--- src/rtl/value_display_decoder.sv ---
// Sequential double-dabble binary->BCD converter with a start/busy/done handshake,
// driving active-low 7-segment codes with optional leading-zero blanking.
module value_display_decoder #(
    parameter int unsigned VALUE_W  = 40,
    parameter int unsigned DIGITS   = 6,
    parameter int unsigned BLANK_LZ = 1
) (
    input  logic                  i_clk,
    input  logic                  i_rst_n,
    input  logic [VALUE_W-1:0]    i_value,
    input  logic                  i_start,
    output logic                  o_busy,
    output logic                  o_done,
    output logic                  o_overflow,
    output logic [4*DIGITS-1:0]   o_bcd,
    output logic [7*DIGITS-1:0]   o_seg
);

    localparam int unsigned BCD_W = 4 * DIGITS;
    localparam int unsigned SEG_W = 7 * DIGITS;
    localparam int unsigned CNT_W = $clog2(VALUE_W + 1);
    localparam logic [VALUE_W-1:0] LIMIT = VALUE_W'(10 ** DIGITS);
    localparam logic [6:0] SEG_BLANK = 7'b1111111;
    localparam logic [6:0] SEG_DASH  = 7'b0111111;

    typedef enum logic [1:0] {
        ST_IDLE  = 2'd0,
        ST_SHIFT = 2'd1,
        ST_DONE  = 2'd2
    } state_e;

    state_e               state_q;
    logic [VALUE_W-1:0]   shift_q;
    logic [BCD_W-1:0]     work_q;
    logic [CNT_W-1:0]     cnt_q;
    logic                 ovf_q;
    logic                 busy_q;
    logic                 done_q;
    logic                 overflow_q;
    logic [BCD_W-1:0]     bcd_q;
    logic [SEG_W-1:0]     seg_q;

    logic [BCD_W-1:0]     work_d;
    logic [BCD_W-1:0]     bcd_d;
    logic [SEG_W-1:0]     seg_d;

    function automatic logic [6:0] seg7(input logic [3:0] n);
        logic [6:0] s;
        case (n)
            4'd0:    s = 7'b1000000;
            4'd1:    s = 7'b1111001;
            4'd2:    s = 7'b0100100;
            4'd3:    s = 7'b0110000;
            4'd4:    s = 7'b0011001;
            4'd5:    s = 7'b0010010;
            4'd6:    s = 7'b0000010;
            4'd7:    s = 7'b1111000;
            4'd8:    s = 7'b0000000;
            4'd9:    s = 7'b0010000;
            default: s = SEG_BLANK;
        endcase
        return s;
    endfunction

    // One double-dabble step: add-3 correction then shift in the next value bit
    always_comb begin
        logic [BCD_W-1:0] adj;
        logic [3:0]       nib;
        adj = '0;
        nib = '0;
        for (int i = 0; i < int'(DIGITS); i++) begin
            nib = work_q[4*i +: 4];
            adj[4*i +: 4] = (nib >= 4'd5) ? nib + 4'd3 : nib;
        end
        work_d = {adj[BCD_W-2:0], shift_q[VALUE_W-1]};
    end

    // Final display decode, scanning from the top digit so leading zeros can be blanked
    always_comb begin
        logic       lead;
        logic [3:0] nib;
        lead  = 1'b1;
        nib   = '0;
        bcd_d = ovf_q ? {DIGITS{4'h9}} : work_q;
        seg_d = '0;
        for (int i = int'(DIGITS) - 1; i >= 0; i--) begin
            nib = work_q[4*i +: 4];
            if (nib != 4'd0) begin
                lead = 1'b0;
            end
            if (ovf_q) begin
                seg_d[7*i +: 7] = SEG_DASH;
            end else if ((BLANK_LZ != 0) && lead && (i != 0)) begin
                seg_d[7*i +: 7] = SEG_BLANK;
            end else begin
                seg_d[7*i +: 7] = seg7(nib);
            end
        end
    end

    always_ff @(posedge i_clk or negedge i_rst_n) begin
        if (!i_rst_n) begin
            state_q    <= ST_IDLE;
            shift_q    <= '0;
            work_q     <= '0;
            cnt_q      <= '0;
            ovf_q      <= 1'b0;
            busy_q     <= 1'b0;
            done_q     <= 1'b0;
            overflow_q <= 1'b0;
            bcd_q      <= '0;
            seg_q      <= {SEG_W{1'b1}};
        end else begin
            done_q <= 1'b0;
            case (state_q)
                ST_IDLE: begin
                    if (i_start) begin
                        shift_q <= i_value;
                        work_q  <= '0;
                        cnt_q   <= '0;
                        ovf_q   <= (i_value >= LIMIT);
                        busy_q  <= 1'b1;
                        state_q <= ST_SHIFT;
                    end
                end
                ST_SHIFT: begin
                    work_q  <= work_d;
                    shift_q <= {shift_q[VALUE_W-2:0], 1'b0};
                    cnt_q   <= cnt_q + CNT_W'(1);
                    if (cnt_q == CNT_W'(VALUE_W - 1)) begin
                        state_q <= ST_DONE;
                    end
                end
                ST_DONE: begin
                    bcd_q      <= bcd_d;
                    seg_q      <= seg_d;
                    overflow_q <= ovf_q;
                    done_q     <= 1'b1;
                    busy_q     <= 1'b0;
                    state_q    <= ST_IDLE;
                end
                default: begin
                    state_q <= ST_IDLE;
                    busy_q  <= 1'b0;
                end
            endcase
        end
    end

    assign o_busy     = busy_q;
    assign o_done     = done_q;
    assign o_overflow = overflow_q;
    assign o_bcd      = bcd_q;
    assign o_seg      = seg_q;

endmodule

--- config.mk ---
export PLATFORM = sky130hd
export DESIGN_NAME = value_display_decoder
export DESIGN_NICKNAME = d
export VERILOG_FILES = /design/src/rtl/value_display_decoder.sv
export SDC_FILE = /design/constraint.sdc
export NUM_CORES = 1
export LEC_CHECK = 0
export BUFFER_PORTS_ARGS = -buffer_cell sky130_fd_sc_hd__buf_4
export CAP_MARGIN = 20
export CELL_PAD_IN_SITES_DETAIL_PLACEMENT = 0
export CELL_PAD_IN_SITES_GLOBAL_PLACEMENT = 1
export CORE_ASPECT_RATIO = 1.75
export CORE_MARGIN = 5
export CORE_UTILIZATION = 45
export CTS_CLUSTER_DIAMETER = 60
export CTS_CLUSTER_SIZE = 16
export DETAILED_ROUTE_END_ITERATION = 7
export PLACE_DENSITY_LB_ADDON = 0.1
export SYNTH_ARGS = -nofsm -noshare
export SYNTH_HDL_FRONTEND = slang
export SYNTH_SLANG_ARGS = --single-unit
--- constraint.sdc ---
create_clock -name i_clk -period 5.45 [get_ports i_clk]
set_clock_uncertainty 0.2 [all_clocks]
set_input_delay 1.09 -clock i_clk [delete_from_list [all_inputs] [get_ports i_clk]]
set_output_delay 1.09 -clock i_clk [all_outputs]
set_load 0.01 [all_outputs]
==> results of run 1 <==
sequential cells by signal (all words and copies together), names as in the netlist:
| name | cells |
|---|---|
| o_seg | 42 |
| o_busy | 1 |
| cnt_q | 6 |
| shift_q | 40 |
| o_bcd | 24 |
| ovf_q | 1 |
| o_overflow | 1 |
| work_q | 24 |
| state_q | 2 |
| o_done | 1 |
cells by family after synthesis:
family          after synthesis
compound gates              295
xor+xnor                     10
fa+ha+maj                    33
buf+inv                      80
flops                       142
mux                           8
simple gates                206
layer usage:
| layer | vias to the layer above | track usage (%) |
|---|---|---|
| met3 | 16 | 4.20 |
| met4 | 0 | 6.14 |
| met2 | 127 | 35.9 |
| met1 | 2981 | 24.0 |
| li1 | 2945 | - |
| met5 | - | 0 |
final timing paths:
path	end	cells past startpoint	slack [ns]
max	o_seg[22]	7	2.79
min reg2reg	o_bcd[13]	2	0.28
max in group asynchronous	o_seg[31]	2	3.41
max reg2reg	o_seg[22]	7	2.79
min in group asynchronous	o_bcd[20]	1	0.59
min	o_bcd[13]	2	0.28
power breakdown:
group	internal (mW)	switching [mW]	total, mW
combinational	0.411	0.498	0.909
sequential	1.19	0.203	1.39
clock	0.720	0.463	1.18
total	2.32	1.16	3.49
layout make-up:
| class | count | area, um2 | area share (%) |
|---|---|---|---|
| clock buffers | 18 | 429 | 4.80 |
| inverters | 26 | 97.6 | 1.09 |
| repair buffers | 120 | 925 | 10.3 |
| well taps | 192 | 240 | 2.68 |
| multi-input cells | 552 | 3480 | 38.9 |
| clock inverters | 14 | 168 | 1.87 |
| flip-flops and latches | 142 | 3610 | 40.3 |
critical path: stages, from the launching register on:
cell and delay, ns:
dfrtp_1 0.37, buf_4 0.27, nand2b_1 0.20, buf_4 0.22, inv_2 0.08, nand2_1 0.50
o31ai_1 0.60, a21oi_1 0.12
per-stage QoR:
stage	total power, mW	hold WS, ns	setup WS (ns)
global route	3.72	0.310	2.58
floorplan	2.05	0.257	2.98
finish	3.49	0.279	2.79
CTS	3.52	0.286	2.74
detailed placement	2.32	0.273	2.65
global placement	2.30	0.265	2.49
cells in the final DEF (no fill, tap or decap), types with 33 or more instances in the layout:
master / Yosys / routed
a21oi_1: 87 / 87
a22oi_1: 40 / 40
buf_4: 0 / 118
dfrtp_1: 100 / 100
dfstp_2: 42 / 42
ha_1: 33 / 33
nand2_1: 53 / 53
nor2_1: 50 / 50
nor2b_1: 43 / 41
o21ai_0: 97 / 97
==> results.ini, run 1 <==
[logic_synthesis]
yosys.area_share.simple_pct = 14.4
synth.most_common_cell = dfrtp_1
synth_ff_type = dfrtp_1
synth.top_cells.by_count = dfrtp_1 (100), o21ai_0 (97), a21oi_1 (87), nand2_1 (53), nor2_1 (50)
ys_types = 49
yosysTopAreaCellShare_pct = 33.8
ys_warn_count = 0
async_flop_share_pct = 100
synthMuxAreaShare_pct = 1.08
synth_compound_area_share_pct = 24.7
synth_area_leaders = dfrtp_1 (34%), dfstp_2 (15%), o21ai_0 (6.6%), a21oi_1 (5.9%), ha_1 (5.6%)
syn_nets = 850
synthCells = 774
synth_top_family_by_area = compound AO/OA/AOI/OAI gates
yosysTopAreaCell = dfrtp_1
synth_edf_count = 0
ys_seq_elements = 142
synth_area_mm2 = 0.00740
synth_adder_area_share_pct = 5.58
ys_seq_area_share_pct = 48.7
synth_xor_xnor_area_share_pct = 1.18
syn_area_per_cell_um2 = 9.56

[drt]
antenna_left = 0
routed_wl_mm = 18.7
vias_per_cell = 5.70
wl_met3_um = 788
met2WireLength_mm = 9.98
dr.max_layer_used = met4
vias = 6069
firstDrtPassIters = 4
drc = 0
wirelength_met1_mm = 7.64
wl_per_cell_um = 17.5
dr.first_iter.drc_count = 208

[cts]
cts_buffers = 17
clockRootBuffer = clkbuf_16
cts_tree = done
clock_sinks = 142
clkTransAtPathRegs_ns = 0.06
worstSkewPairLatency_ns = 0.41
post_cts_resized = 0
cts.path.max_buffers = 2
htreeDepth = 4
holdBufCountCts = 0
cts_setup_buffers = 0

[hold_path]
holdCritPathClass = reg -> reg
hp-start = o_bcd[13]

[sta]
rsz0062_at_grt = no
timing.slew.headroom_pct = 36.9
worst_slew_pin_slew_ns = 0.947
setup_tns_ns = 0
finalSetupViolCount = 0
slew_viol_final = 0
min_period_over_period_pct = 48.9
hold_violations = 0
fmax_mhz = 375
timing.final.crit_period_ns = 2.66

[place]
dpl.cell_count = 1032
postPlaceCellArea_mm2 = 0.00835
place_congestion = 0.824
dp_hpwl_mm = 12.8
port_buffers = 111

[die]
core_area_mm2 = 0.0163
initial_core_util_pct = 45.4
dieArea_mm2 = 0.0192
io_pins = 112
die_w_um = 107
fp-row-count = 62
die_h_um = 180

[critical_path]
worstReg2RegStart = state_q[0]
critPathMaxFanout = 45
critPathLaunch = state_q[0]
arrival_ns = 2.78
critPathRequiredTime_ns = 5.57
crit_type = reg -> reg
cp-end-kind = register
start_kind = register

[global_routing]
gr-usage-all-layers_pct = 20.1
grt_pass1_wl_mm = 31.7
antenna_found_initial = 0
grt_max_degree = 105
grt_remaining_overflow = 0
grt_pass1_vias = 6285

[power_and_ir_drop]
power.density_mw_per_mm2 = 390
vdd_drop_max_v = 0.000192
power.leakage_nw = 3.92

[run]
drv_cap = 0

[final_layout]
postLayoutCellArea_mm2 = 0.00895
final_cells = 1064
area_growth_pct = 20.9
finalCoreUtilization_pct = 54.9
nets = 935
antenna_cells = 0
fillers = 1472
drive_gt1_share_pct = 23.6

[outcome]
status = finished, final reports clean

No activity file was read; power rests on OpenSTA's default activity.
==> run 2, diff against run 1 <==
--- a/config.mk
+++ b/config.mk
@@ -5,13 +5,14 @@
 export SDC_FILE = /design/constraint.sdc
 export NUM_CORES = 1
 export LEC_CHECK = 0
+export ABC_AREA = 1
 export BUFFER_PORTS_ARGS = -buffer_cell sky130_fd_sc_hd__buf_4
 export CAP_MARGIN = 20
 export CELL_PAD_IN_SITES_DETAIL_PLACEMENT = 0
 export CELL_PAD_IN_SITES_GLOBAL_PLACEMENT = 1
 export CORE_ASPECT_RATIO = 1.75
 export CORE_MARGIN = 5
-export CORE_UTILIZATION = 45
+export CORE_UTILIZATION = 43
 export CTS_CLUSTER_DIAMETER = 60
 export CTS_CLUSTER_SIZE = 16
 export DETAILED_ROUTE_END_ITERATION = 7
==> constraint.sdc (replaced) <==
create_clock -name i_clk -period 2.5 [get_ports i_clk]
set_clock_uncertainty 0.2 [all_clocks]
set_input_delay 0.5 -clock i_clk [delete_from_list [all_inputs] [get_ports i_clk]]
set_output_delay 0.5 -clock i_clk [all_outputs]
set_load 0.01 [all_outputs]
==> results.ini, run 2 <==
[sta]
slew_viol_final = 0
rsz0062_at_grt = no
fmax_mhz = 490
setup_tns_ns = 0
worst_slack_ns = 0.460
min_period_over_period_pct = 81.6
timing.final.crit_period_ns = 2.04
hold_violations = 0
timing.slew.headroom_pct = 58.2
finalSetupViolCount = 0
worst_slew_pin_slew_ns = 0.627

[power_and_ir_drop]
power.leakage_nw = 4.22
pwr-share-comb_pct = 36.8
vdd_drop_max_v = 0.000472
power.density_mw_per_mm2 = 1110
swShare_pct = 39.3
seqPwrFrac_pct = 36.8
pwr-share-clk_pct = 26.4
internal_power_mw = 5.90
switchingPower_mw = 3.83

[global_routing]
grt_pass1_wl_mm = 30.4
grt_remaining_overflow = 0
grt_pass1_vias = 6184
gr-usage-all-layers_pct = 19.5
grt_max_degree = 52
antenna_found_initial = 0

[die]
die_h_um = 180
core_area_mm2 = 0.0164
fp-row-count = 62
dieArea_mm2 = 0.0194
io_pins = 112
die_w_um = 107
initial_core_util_pct = 43.5

[drt]
dr.first_iter.drc_count = 238
antenna_left = 0
firstDrtPassIters = 4
vias_per_cell = 5.14
vias = 6008
routed_wl_mm = 18.2
wl_per_cell_um = 15.5
drc = 0

[place]
postPlaceCellArea_mm2 = 0.00815
dp_worst_setup_slack_ns = 0.449
place_congestion = 0.867
dp_hpwl_mm = 13.2
dpl.cell_count = 1137
port_buffers = 111

[logic_synthesis]
syn_nets = 900
yosysTopAreaCellShare_pct = 35.1
synth_ff_type = dfrtp_1
synth_area_leaders = dfrtp_1 (35%), dfstp_2 (15%), nand2_1 (8.4%), ha_1 (5.8%), o21ai_0 (5.3%)
async_flop_share_pct = 100
synth.top_cells.by_count = nand2_1 (160), dfrtp_1 (100), inv_1 (82), nor2_1 (81), o21ai_0 (76)
ys_types = 40
ys_seq_elements = 142
ys_seq_area_share_pct = 50.6
synth.most_common_cell = nand2_1
syn_area_per_cell_um2 = 8.65
synth_edf_count = 0
ys_warn_count = 0
synthCells = 824
yosysTopAreaCell = dfrtp_1
synth_area_mm2 = 0.00713

[hold_path]
whs_path_depth = 3
hp-start = i_value[2]
holdCritPathClass = in -> reg
min_to = shift_q[2]

[final_layout]
largest_reg_flops = 42
final_cells = 1170
final_common_cell = nand2_1
drive_gt1_share_pct = 23.6
finalCoreUtilization_pct = 53.5
layout_common_cells = nand2_1 (160), buf_4 (120), dfrtp_1 (100)
nets = 1009
postLayoutCellArea_mm2 = 0.00876
antenna_cells = 0
area_growth_pct = 22.9

[critical_path]
reg2regPathDepth = 5
critPathRequiredTime_ns = 2.59
critPathMaxFanout = 27
arrival_ns = 2.13
r2r_slack_ns = 0.46
cp_slowest_cell = dfrtp_1
worstReg2RegStart = state_q[1]
critPathMaxStageDelay_ns = 0.44
cp-end-kind = register
crit_buf_inv = 2
crit_path_cell_trace = nand2_2, clkinv_2, buf_4, nor2_1, a21oi_1
cp_top_family = buffers and inverters
r2r-end = o_bcd[20]
crit_type = reg -> reg
start_kind = register

[cts]
clockRootBuffer = clkbuf_16
clock_sinks = 142
htreeDepth = 4
clkTransAtPathRegs_ns = 0.06
cts_buffers = 17
holdBufCountCts = 1
cts_tree = done
cts.path.max_buffers = 2
post_cts_resized = 0
cts_setup_buffers = 0
worstSkewPairLatency_ns = 0.42

[outcome]
status = finished, final reports clean

[run]
drv_cap = 0

[run 2: cell count changes after synthesis, sizes merged, moves of 10 or more]
cell / previous run / this run
nand2b: 16 / 0
nand3: 5 / 36
clkbuf: 39 / 6
buf: 15 / 28
nand2: 53 / 163
inv: 26 / 90
o22ai: 2 / 22
o21ai: 97 / 87
o22a: 22 / 2
nor2: 50 / 92
nor2b: 43 / 0
a22o: 14 / 1
a21oi: 87 / 56
[run 2: layout make-up]
type | instances | area [um2]
Fill cell | 1566 | 7610
Timing Repair Buffer | 124 | 962
Clock buffer | 21 | 470
Multi-Input combinational cell | 554 | 2960
Inverter | 94 | 354
Sequential cell | 142 | 3610
Clock inverter | 11 | 131
Tap cell | 224 | 280
[run 2: logic make-up (layout without fill, tap and decap cells)]
logic type | count (synthesis) | in the layout | share of synthesized area (%)
mux | 1 | 1 | 0.140
compound gates | 216 | 216 | 17.4
simple gates | 302 | 302 | 17.9
fa+ha+maj | 33 | 33 | 5.79
xor+xnor | 2 | 2 | 0.246
flops | 142 | 142 | 50.6
buf+inv | 128 | 250 | 7.93
[run 2: per-stage QoR]
step	hold WS, ns	power (mW)
after floorplan	0.00441	6.16
after global placement	0.257	7.16
after detailed placement	0.258	7.21
after CTS	0.0667	9.85
after global routing	0.0836	10.5
final	0.0764	9.73
[run 2: worst register-to-register path: stages (launching register included)]
cell,delay [ns]
dfrtp_1,0.44
nand2_2,0.34
clkinv_2,0.41
buf_4,0.33
nor2_1,0.14
a21oi_1,0.06
[run 2: power by group through the flow]
stage	Clock [mW]	Combinational (mW)	Sequential, mW
floorplan	0	2.74	3.42
global placement	0	3.56	3.60
detailed placement	0	3.60	3.61
CTS	2.64	3.62	3.58
global route	2.73	4.14	3.67
finish	2.57	3.58	3.58
[run 2: routing by layer]
| layer | vias up | GRT usage [%] | part of all wire (%) |
|---|---|---|---|
| met1 | 2898 | 22.3 | 40 |
| met2 | 113 | 35.8 | 55 |
| met4 | 0 | 6.25 | 1.7 |
| met3 | 20 | 3.84 | 3.7 |
| li1 | 2977 | - | - |
| met5 | - | 0 | 0 |
[run 2: worst max-delay path by stage]
stage / startpoint / to / slack (ns) / depth (start not counted)
finish: state_q[1] / o_bcd[20] / 0.46 / 5
global route: state_q[0] / o_seg[37] / 0.21 / 8
CTS: work_q[20] / o_seg[13] / 0.43 / 8
detailed placement: state_q[0] / o_seg[37] / 0.45 / 8
global placement: work_q[20] / o_seg[13] / 0.49 / 8
floorplan: work_q[20] / o_seg[10] / 0.88 / 6
